`src/rtl/bp_pht_predictor.sv`:
```
// Branch direction predictor: PHT of saturating counters, bimodal or gshare indexed,
// with non-speculative global history and saturating update/mispredict counters.
module bp_pht_predictor #(
    parameter int PC_W   = 32,
    parameter int IDX_W  = 6,
    parameter int CTR_W  = 2,
    parameter int GHR_W  = 6,
    parameter int MODE   = 1,
    parameter int PERF_W = 16
) (
    input  logic              clk_i,
    input  logic              rst_i,
    input  logic [PC_W-1:0]   pc_i,
    output logic              predict_o,
    output logic [IDX_W-1:0]  pred_idx_o,
    input  logic              update_i,
    input  logic [IDX_W-1:0]  update_idx_i,
    input  logic              update_pred_i,
    input  logic              result_i,
    output logic [GHR_W-1:0]  ghr_o,
    output logic [PERF_W-1:0] upd_cnt_o,
    output logic [PERF_W-1:0] miss_cnt_o
);

    localparam int ENTRIES = 1 << IDX_W;
    localparam logic [CTR_W-1:0] CTR_INIT = CTR_W'((1 << (CTR_W - 1)) - 1);

    logic [CTR_W-1:0]  r_pht [ENTRIES];
    logic [GHR_W-1:0]  r_ghr;
    logic [PERF_W-1:0] r_upd_cnt;
    logic [PERF_W-1:0] r_miss_cnt;

    logic [IDX_W-1:0]  w_pc_idx;
    logic [IDX_W-1:0]  w_idx;
    logic [GHR_W-1:0]  w_ghr_nxt;
    logic [CTR_W-1:0]  w_ctr_cur;
    logic [CTR_W-1:0]  w_ctr_nxt;
    logic              w_unused_pc;

    assign w_pc_idx    = pc_i[IDX_W+1:2];
    assign w_unused_pc = ^pc_i;

    generate
        if (MODE == 1) begin : g_gshare
            assign w_idx = w_pc_idx ^ IDX_W'(r_ghr);
        end else begin : g_bimodal
            assign w_idx = w_pc_idx;
        end

        if (GHR_W == 1) begin : g_ghr1
            assign w_ghr_nxt = result_i;
        end else begin : g_ghrn
            assign w_ghr_nxt = {r_ghr[GHR_W-2:0], result_i};
        end
    endgenerate

    // Lookup reads registered state only, so a same-cycle update is seen next cycle.
    assign pred_idx_o = w_idx;
    assign predict_o  = r_pht[w_idx][CTR_W-1];
    assign ghr_o      = r_ghr;
    assign upd_cnt_o  = r_upd_cnt;
    assign miss_cnt_o = r_miss_cnt;

    always_comb begin
        w_ctr_cur = r_pht[update_idx_i];
        w_ctr_nxt = w_ctr_cur;
        if (result_i) begin
            if (w_ctr_cur != '1) w_ctr_nxt = w_ctr_cur + CTR_W'(1);
        end else begin
            if (w_ctr_cur != '0) w_ctr_nxt = w_ctr_cur - CTR_W'(1);
        end
    end

    always_ff @(posedge clk_i) begin
        if (!rst_i) begin
            for (int i = 0; i < ENTRIES; i++) r_pht[i] <= CTR_INIT;
            r_ghr      <= '0;
            r_upd_cnt  <= '0;
            r_miss_cnt <= '0;
        end else if (update_i) begin
            r_pht[update_idx_i] <= w_ctr_nxt;
            r_ghr               <= w_ghr_nxt;
            if (r_upd_cnt != '1) r_upd_cnt <= r_upd_cnt + PERF_W'(1);
            if ((update_pred_i != result_i) && (r_miss_cnt != '1))
                r_miss_cnt <= r_miss_cnt + PERF_W'(1);
        end
    end

endmodule
```
`config.mk`:
```
export PLATFORM = sky130hd
export DESIGN_NAME = bp_pht_predictor
export DESIGN_NICKNAME = d
export VERILOG_FILES = /design/src/rtl/bp_pht_predictor.sv
export SDC_FILE = /design/constraint.sdc
export NUM_CORES = 1
export LEC_CHECK = 0
export ABC_AREA = 1
export CORE_UTILIZATION = 64
export DETAILED_ROUTE_END_ITERATION = 6
export DONT_BUFFER_PORTS = 1
export HOLD_SLACK_MARGIN = 0.02
export PLACE_DENSITY_LB_ADDON = 0.05
export SLEW_MARGIN = 25
export SYNTH_ARGS = -nofsm -noshare
export SYNTH_HDL_FRONTEND = slang
export SYNTH_SLANG_ARGS = --single-unit
export TNS_END_PERCENT = 10
```
`constraint.sdc`:
```
create_clock -name clk_i -period 2 [get_ports clk_i]
set_input_delay 0.2 -clock clk_i [delete_from_list [all_inputs] [get_ports clk_i]]
set_output_delay 0.2 -clock clk_i [all_outputs]
set_load 0.05 [all_outputs]
```
======== Word level (Yosys, flattened, before mapping) ========
Memory sizes are Yosys's and may differ from the RTL's.
Index checks and enable logic that the tools add are counted.
storage, ports and cells
  register bits after elaboration ......... 38
  memory bits (writable) .................. 128
  input bits .............................. 43
  output and inout port bits .............. 45
  word-level logic and storage cells ...... 28
  memories kept ........................... 1
memory list
  name   depth  width  rd ports  clocked after Yosys merged registers in  write ports  RTL line  RTL
  r_pht  64     2      2         0                                        64           28        logic [CTR_W-1:0] r_pht [ENTRIES];
operators by class
  add/subtract/negate cells ............... 4
  equality and inequality tests ........... 4
  muxes and demuxes ....................... 10
  bitwise logic cells ..................... 1
  reductions and logical operators ........ 5
operator list
  cell                                               number
  adder 16 x 1 -> 16 bit (second input constant)     2
  != test 16 bit (second input constant)             2
  two-way mux 2 bit                                  4
  two-way mux 6 bit                                  1
  bitwise XOR 6 bit                                  1
  two-way mux 1 bit                                  5
  AND reduction 2 bit                                2
  adder 2 x 1 -> 2 bit (second input constant)       1
  != test 2 bit (second input constant)              1
  nonzero test 2 bit                                 1
  OR reduction 2 bit                                 1
  subtractor 2 x 1 -> 2 bit (second input constant)  1
  logical AND 1 bit                                  1
  != test 1 bit                                      1

======== Depth between registers and ports, before layout ========
Gate-level depths: netlist of run 1.
  depth in word-level cells ............... 5
  mapped depth ............................ 17
  depth with buffers taken out ............ 15

======== Least setup slack after synthesis of run 1 ========
No wires, ideal clock.
  path type ............................... flip-flop to output port
  from .................................... reg r_ghr[1], in the netlist ghr_o[1]
  to ...................................... out predict_o
  arrival time ............................ 2656 ps
  data required time ...................... 1800 ps
  setup slack ............................. -856 ps
  cell stages (with the launch flop) ...... 9
  buffers on the path ..................... 1
  path through ............................ dfxtp_1 xor2_1 clkbuf_1 o21ai_0 o211ai_1 nand3_1 nand3_1 nand3_1 nand2_1
between the ends
  word-level cells in the longest chain between the ends .. 2
ends and longest elaborated chain
  element                   RTL line  RTL
  start: declaration        29        logic [GHR_W-1:0] r_ghr;
  start signal: assignment  82        r_ghr <= w_ghr_nxt;
  bitwise XOR 6 bit         45        assign w_idx = w_pc_idx ^ IDX_W'(r_ghr);
  net pred_idx_o[1]         15        output logic [IDX_W-1:0] pred_idx_o,
  memory (64 x 2 bit)       n/a
  end: declaration          14        output logic predict_o,
The timed path passes the listed nets, and every way through them passes these cells.

==> results of run 1 <==
-- per-layer routing --
| metal | wire length, um | vias to the layer above | track usage |
|---|---|---|---|
| met5 | 0 | - | 0 |
| met4 | 1720 | 0 | 0.218 |
| met3 | 3480 | 150 | 0.0856 |
| met2 | 13700 | 621 | 0.588 |
| met1 | 10300 | 4295 | 0.419 |
| li1 | - | 4311 | - |
-- cell usage after synthesis (all sizes together) --
master / n
nand2: 439
nor2: 189
inv: 167
nand3: 139
edfxtp: 128
dfxtp: 38
o21ai: 38
clkbuf: 33
buf: 31
o211ai: 30
a21oi: 28
nor3: 12
xnor2: 9
xor2: 9
nand4: 6
a31oi: 2
clkinv: 2
ha: 2
nor3b: 2
nor4: 2
nand3b: 1
o21ba: 1
or2: 1
-- path summary, 6_finish.rpt --
path / slack [ns] / startpoint / cells past startpoint / to
worst max-delay path: -0.43 / r_pht[26][1]$_SDFFCE_PN0P_ / 11 / r_pht[30][0]$_SDFFCE_PN1P_
worst min-delay path: 0.12 / update_i / 4 / upd_cnt_o[12]$_SDFFE_PN0P_
worst max register to register: -0.43 / r_pht[26][1]$_SDFFCE_PN0P_ / 11 / r_pht[30][0]$_SDFFCE_PN1P_
worst min register to register: 0.47 / upd_cnt_o[11]$_SDFFE_PN0P_ / 2 / upd_cnt_o[11]$_SDFFE_PN0P_
-- area by class of cell --
type | count | area [um^2] | area share
clock buffer | 25 | 507 | 0.0434
sequential | 166 | 4620 | 0.396
multi-input combinational | 910 | 4340 | 0.372
clock inverter | 7 | 90.1 | 0.00772
timing repair buffer | 109 | 1250 | 0.107
inverter | 169 | 638 | 0.0547
tap | 184 | 230 | 0.0197
-- state kept, by name, summed over array words and instances (netlist names) --
name	cells
ghr_o	6
r_pht	128
upd_cnt_o	16
miss_cnt_o	16
-- critical path, delay by kind of cell (launching register included) --
family / cells / cell delay [ns]
AO/OA/AOI/OAI: 2 / 0.34
buffers and inverters: 2 / 0.29
flip-flops: 1 / 0.37
AND/OR/NAND/NOR: 7 / 1.17
-- where the power goes --
group	leakage (nW)	internal, W	switching [W]
Clock	0.295	0.00201	0.00132
Sequential	1.46	0.00379	0.0000457
Combinational	2.94	0.000648	0.00116
Total	4.70	0.00644	0.00253
-- through the flow --
stage               worst slack [ns]  total power (W)  std cells  setup TNS [ns]
floorplan                    -0.0369          0.00479       1309         -0.0369
global placement              0.0214          0.00518       1508               0
detailed placement           -0.0274          0.00521       1508          -0.229
CTS                           -0.265          0.00856       1553          -0.265
global route                  -0.439          0.00919       1570          -47.88
finish                        -0.425          0.00897       1570          -45.31
-- repair_timing --
item                       in CTS  in global routing
hold buffers                    4                  0
pin swaps                       9                 38
setup buffers                   7                  8
setup endpoints to repair       1                144
hold endpoints to repair      154                  0
gates cloned                    2                  9
resized for setup              13                 85
-- logic make-up after synthesis --
family / count (synthesis) / share of synthesized area
compound gates: 99 / 0.0608
xor+xnor: 18 / 0.0166
fa+ha+maj: 2 / 0.00263
buf+inv: 233 / 0.0985
flops: 166 / 0.485
simple gates: 791 / 0.337
-- layout by cell type (no fill, tap or decap), types with 19 or more instances in the layout --
cell type	synthesis	layout
buf_4	9	75
nand2_1	437	419
nor2_1	188	172
o211ai_1	30	30
clkbuf_16	0	27
nand3_1	139	117
a21oi_1	28	28
dfxtp_1	38	29
nand3_2	0	19
o21ai_0	31	27
edfxtp_1	128	128
inv_1	166	165
==> results by group, run 1 <==
Detailed routing
  – Routed WL: 29100 um
  – Via density: 5.97
  – Drt pass-1 iters: 6
  – 1st-iter DRT viols: 1168
  – Avg WL per Cell: 18.5 um
  – DRC viols: 0
  – Vias: 9377
  – Final ANT Viol Nets: 0

Timing
  – Minimum clock period: 2.43 ns
  – Tightest Pin Transition: 0.603 ns
  – Slew HR: 0.597
  – Min Hold Slack: 0.117 ns
  – Hold violation count in the final report: 0
  – Final setup viols: 129
  – Final period utilization: 1.21
  – RSZ-0062 raised after global routing: true
  – Setup ws final: -0.425 ns
  – Fin. max-slew vios: 0
  – FMAX: 0.412 GHz
  – Worst Clk Skew: 0.0119 ns

Final layout
  – # diodes: 0
  – Cell area after layout: 0.0117 mm^2
  – Util after Layout: 0.803
  – Share of cells above drive strength 1: 0.155
  – Fillers: 995
  – Final net count: 1418
  – Layout area overhead: 22.9%

Logic synthesis
  – Synthesized flop and latch total: 166
  – Syn_area_per_cell: 7.26 um^2
  – Mapped cell area: 0.00950 mm^2
  – Synth cell types: 28
  – Cells after synthesis: 1309
  – Top cell type's share of synthesized area: 0.405
  – Yosys warnings: 0
  – Cell taking the most area after synthesis: edfxtp_1
  – Largest cells by area after synthesis: edfxtp_1 (40%), nand2_1 (17%), dfxtp_1 (8.0%)
  – Sequential area share after synthesis: 0.485
  – Syn_nets: 1354

CTS
  – CTS sink count: 166
  – Worst-Skew Late Latency: 0.44 ns
  – CTS clk-pin slew, worst paths: 0.06 ns
  – Total CTS buffers: 17
  – H-tree depth: 4
  – Root Buffer: clkbuf_16
  – Clock buffer depth: 2
  – CTS tree: yes

Run status
  – Failing checks: negative setup slack
  – Status: complete, but fails checks

Placed design
  – GPL Wtd Cong: 0.900
  – Final HPWL DP: 16800 um
  – PortBufs: 0
  – Placed Area: 0.0102 mm^2

Die
  – Initial Util: 0.654
  – Die area: 0.0153 mm^2
  – Standard-cell rows: 44
  – Die Height: 124 um
  – Core area: 0.0145 mm^2
  – IO Count: 88
  – Die width: 124 um

Global route
  – Number of global-route vias before repair: 8405
  – Gr ovfl total: 0
  – Pin count of the biggest net entering global routing: 90
  – Global-route wire length before repair: 40100 um
  – Total GRT Usage: 0.356
  – Initial antenna violation count: 0

Worst hold path
  – HP Class: in2reg

Power and ir drop
  – Power Dens Cells: 768 mW/mm^2
  – VDD IR max: 0.529 mV
  – Leakage: 4.70 nW

Setup path
  – CP max stage cell: edfxtp_1
  – Arr. time, crit path: 2.59 ns
  – Top fanout value on the critical path: 28
  – Largest stage delay, worst path: 0.37 ns
  – CP Capture Type: register
  – CP Class: reg2reg
  – CP Launch Type: register
  – CP required: 2.17 ns
  – Crit-path cells: inv_1, nand2_1, nand3_1, o21ai_1, o21ai_1, nand2_1, nor2_2, nand3b_1, nand2_4, buf_12, nand3_1

Job
  – Max-Cap Viols: 0
No activity file was read; power rests on OpenSTA's default activity.
==> inputs of run 2 (changes only) <==
GPL_TIMING_DRIVEN = 1   (was default)
==> results of run 2 <==
No change in the layout: final DEF, timing and power equal those of run 1.
==> inputs of run 3 (changes only) <==
CORE_ASPECT_RATIO = 1.4   (was default)
==> run 3 against run 2 <==
- the flow still finishes with violations (negative setup slack)
- worst hold slack got worse by 0.0099 ns
- count of clock-buffer cells in the layout down 8
- sequential share of layout area rose by 0.79 points
==> results by group, run 3 (synthesis results as in run 1) <==
Run status
  – Status: complete, but fails checks (unchanged)
  – Failing checks: negative setup slack (unchanged)

Detailed routing
  – Avg WL per Cell: 17.8 um (was 18.5 um)
  – Met3 wire len: 2870 um (was 3480 um)
  – Final ANT Viol Nets: 0 (unchanged)
  – Via density: 5.83 (was 5.97)
  – DR top layer: met4 (unchanged)
  – Met2 wire length: 13900 um (was 13700 um)
  – Vias: 9151 (was 9377)
  – WL met1: 9930 um (was 10300 um)
  – Drt pass-1 iters: 7 (was 6)
  – DRC viols: 0 (unchanged)
  – Routed WL: 28000 um (was 29100 um)
  – 1st-iter DRT viols: 1125 (was 1168)

Timing
  – Fin Setup TNS: -4.89 ns (was -45.31 ns)
  – Fin. max-slew vios: 0 (unchanged)
  – Tightest Pin Transition: 0.579 ns (was 0.603 ns)
  – Final setup viols: 108 (was 129)
  – Setup ws final: -0.266 ns (was -0.425 ns)
  – Worst Clk Skew: 0.00995 ns (was 0.0119 ns)
  – Slew HR: 0.614 (was 0.597)
  – Hold violation count in the final report: 0 (unchanged)
  – Final period utilization: 1.13 (was 1.21)
  – Minimum clock period: 2.27 ns (was 2.43 ns)
  – RSZ-0062 raised after global routing: true (unchanged)
  – Min Hold Slack: 0.107 ns (was 0.117 ns)
  – FMAX: 0.441 GHz (was 0.412 GHz)

Placed design
  – Setup WS pre-CTS: -0.0322 ns (was -0.0274 ns)
  – GPL Wtd Cong: 0.904 (was 0.900)
  – Final HPWL DP: 17000 um (was 16800 um)
  – DP Cell Count: 1517 (was 1508)
  – PortBufs: 0 (unchanged)

Final layout
  – Non-filler cells, final: 1570 (unchanged)
  – Fillers: 1051 (was 995)
  – Commonest non-fill, non-tap cell in the layout: nand2_1 (unchanged)
  – Final net count: 1413 (was 1418)
  – Share of cells above drive strength 1: 0.145 (was 0.155)
  – Largest reg by FF count: r_pht (unchanged)
  – Layout area overhead: 20.5% (was 22.9%)
  – # diodes: 0 (unchanged)
  – Most frequent cells in the layout: nand2_1 (426), nor2_1 (178), inv_1 (163), edfxtp_1 (128), nand3_1 (116) (was nand2_1 (419), nor2_1 (172), inv_1 (165), edfxtp_1 (128), nand3_1 (117))
  – Largest register FFs: 128 (unchanged)

CTS
  – Clock buffer depth: 2 (unchanged)
  – CTS tree: yes (unchanged)
  – Root Buffer: clkbuf_16 (unchanged)
  – Total CTS buffers: 17 (unchanged)
  – Worst-Skew Late Latency: 0.43 ns (was 0.44 ns)
  – H-tree depth: 4 (unchanged)
  – CTS clk-pin slew, worst paths: 0.06 ns (about the same)
  – CTS sink count: 166 (unchanged)

Global route
  – Gr ovfl total: 0 (unchanged)
  – Number of global-route vias before repair: 8717 (was 8405)
  – Total GRT Usage: 0.364 (was 0.356)
  – Pin count of the biggest net entering global routing: 90 (unchanged)
  – Initial antenna violation count: 0 (unchanged)
  – Global-route wire length before repair: 42800 um (was 40100 um)

Die
  – Die area: 0.0153 mm^2 (about the same)
  – Die width: 105 um (was 124 um)
  – Die Height: 146 um (was 124 um)
  – Initial Util: 0.655 (was 0.654)
  – Standard-cell rows: 52 (was 44)
  – IO Count: 88 (unchanged)
  – Core area: 0.0145 mm^2 (about the same)

Worst hold path
  – Hold depth: 4 (unchanged)
  – Hold Startpoint: update_i (unchanged)
  – HP Class: in2reg (unchanged)

Power and ir drop
  – Leakage: 4.59 nW (was 4.70 nW)
  – Power Dens Cells: 761 mW/mm^2 (was 768 mW/mm^2)
  – VDD IR max: 0.618 mV (was 0.529 mV)

Setup path
  – FF-to-FF path depth: 11 (unchanged)
  – R2R Path Start: r_pht[27][1]$_SDFFCE_PN0P_ (was r_pht[26][1]$_SDFFCE_PN0P_)
  – CP Launch Type: register (unchanged)
  – Top fanout value on the critical path: 10 (was 28)
  – CP required: 1.80 ns (was 2.17 ns)
  – CP Capture Type: primary output (was register)
  – Arr. time, crit path: 2.07 ns (was 2.59 ns)
  – CP Class: reg2out (was reg2reg)
  – Timing startpoint of the critical path: ghr_o[0]$_SDFFE_PN0P_ (was r_pht[26][1]$_SDFFCE_PN0P_)

Job
  – Max-Cap Viols: 0 (unchanged)
run 3: stage by stage:
stage,util,power [W],cell area (um^2)
2_1_floorplan,-,0.00479,9540
3_3_place_gp,0.708,0.00518,10300
3_5_place_dp,0.708,0.00520,10300
4_1_cts,0.766,0.00851,11100
5_1_grt,0.789,0.00895,11400
6_report,0.789,0.00871,11400
run 3: routing by layer:
layer  up-vias  GRT usage
met1      4201      0.424
met5         -          0
met4         0      0.177
met2       545      0.636
met3       121     0.0781
li1       4284          -
run 3: where the power goes:
| group | switching, W | leakage [nW] | internal (W) |
|---|---|---|---|
| Combinational | 0.00109 | 2.86 | 0.000575 |
| Sequential | 0.0000433 | 1.46 | 0.00378 |
| Clock | 0.00138 | 0.275 | 0.00184 |
run 3: critical path: stages (launching register included):
cell	delay [ns]
dfxtp_4	0.36
inv_4	0.08
nand2_2	0.06
nand2_4	0.15
buf_12	0.16
nor2_1	0.05
o211ai_1	0.23
nand3_2	0.15
nand3_2	0.10
nand3_2	0.08
nand2_4	0.20
run 3: worst paths after layout:
kind | to | slack, ns
setup / recovery | predict_o | -0.27
hold / removal | upd_cnt_o[12]$_SDFFE_PN0P_ | 0.11
setup reg to reg | r_pht[27][0]$_SDFFCE_PN1P_ | -0.07
hold reg to reg | upd_cnt_o[11]$_SDFFE_PN0P_ | 0.48
run 3: repair_timing:
item | CTS | global route
hold buffers | 4 | 0
pin swaps | 6 | 23
gates resized for setup | 20 | 52
setup buffers | 5 | 4
endpoints found under the setup margin | 3 | 132
gates cloned | 3 | 5
endpoints found under the hold margin | 154 | 0
run 3: layout make-up:
type	instances	area, um^2	share of cell area
Timing Repair Buffer	104	1140	0.0998
Multi-Input combinational cell	910	4230	0.370
Inverter	169	638	0.0557
Sequential cell	166	4620	0.404
Tap cell	189	236	0.0207
Clock inverter	15	153	0.0133
Clock buffer	17	425	0.0372
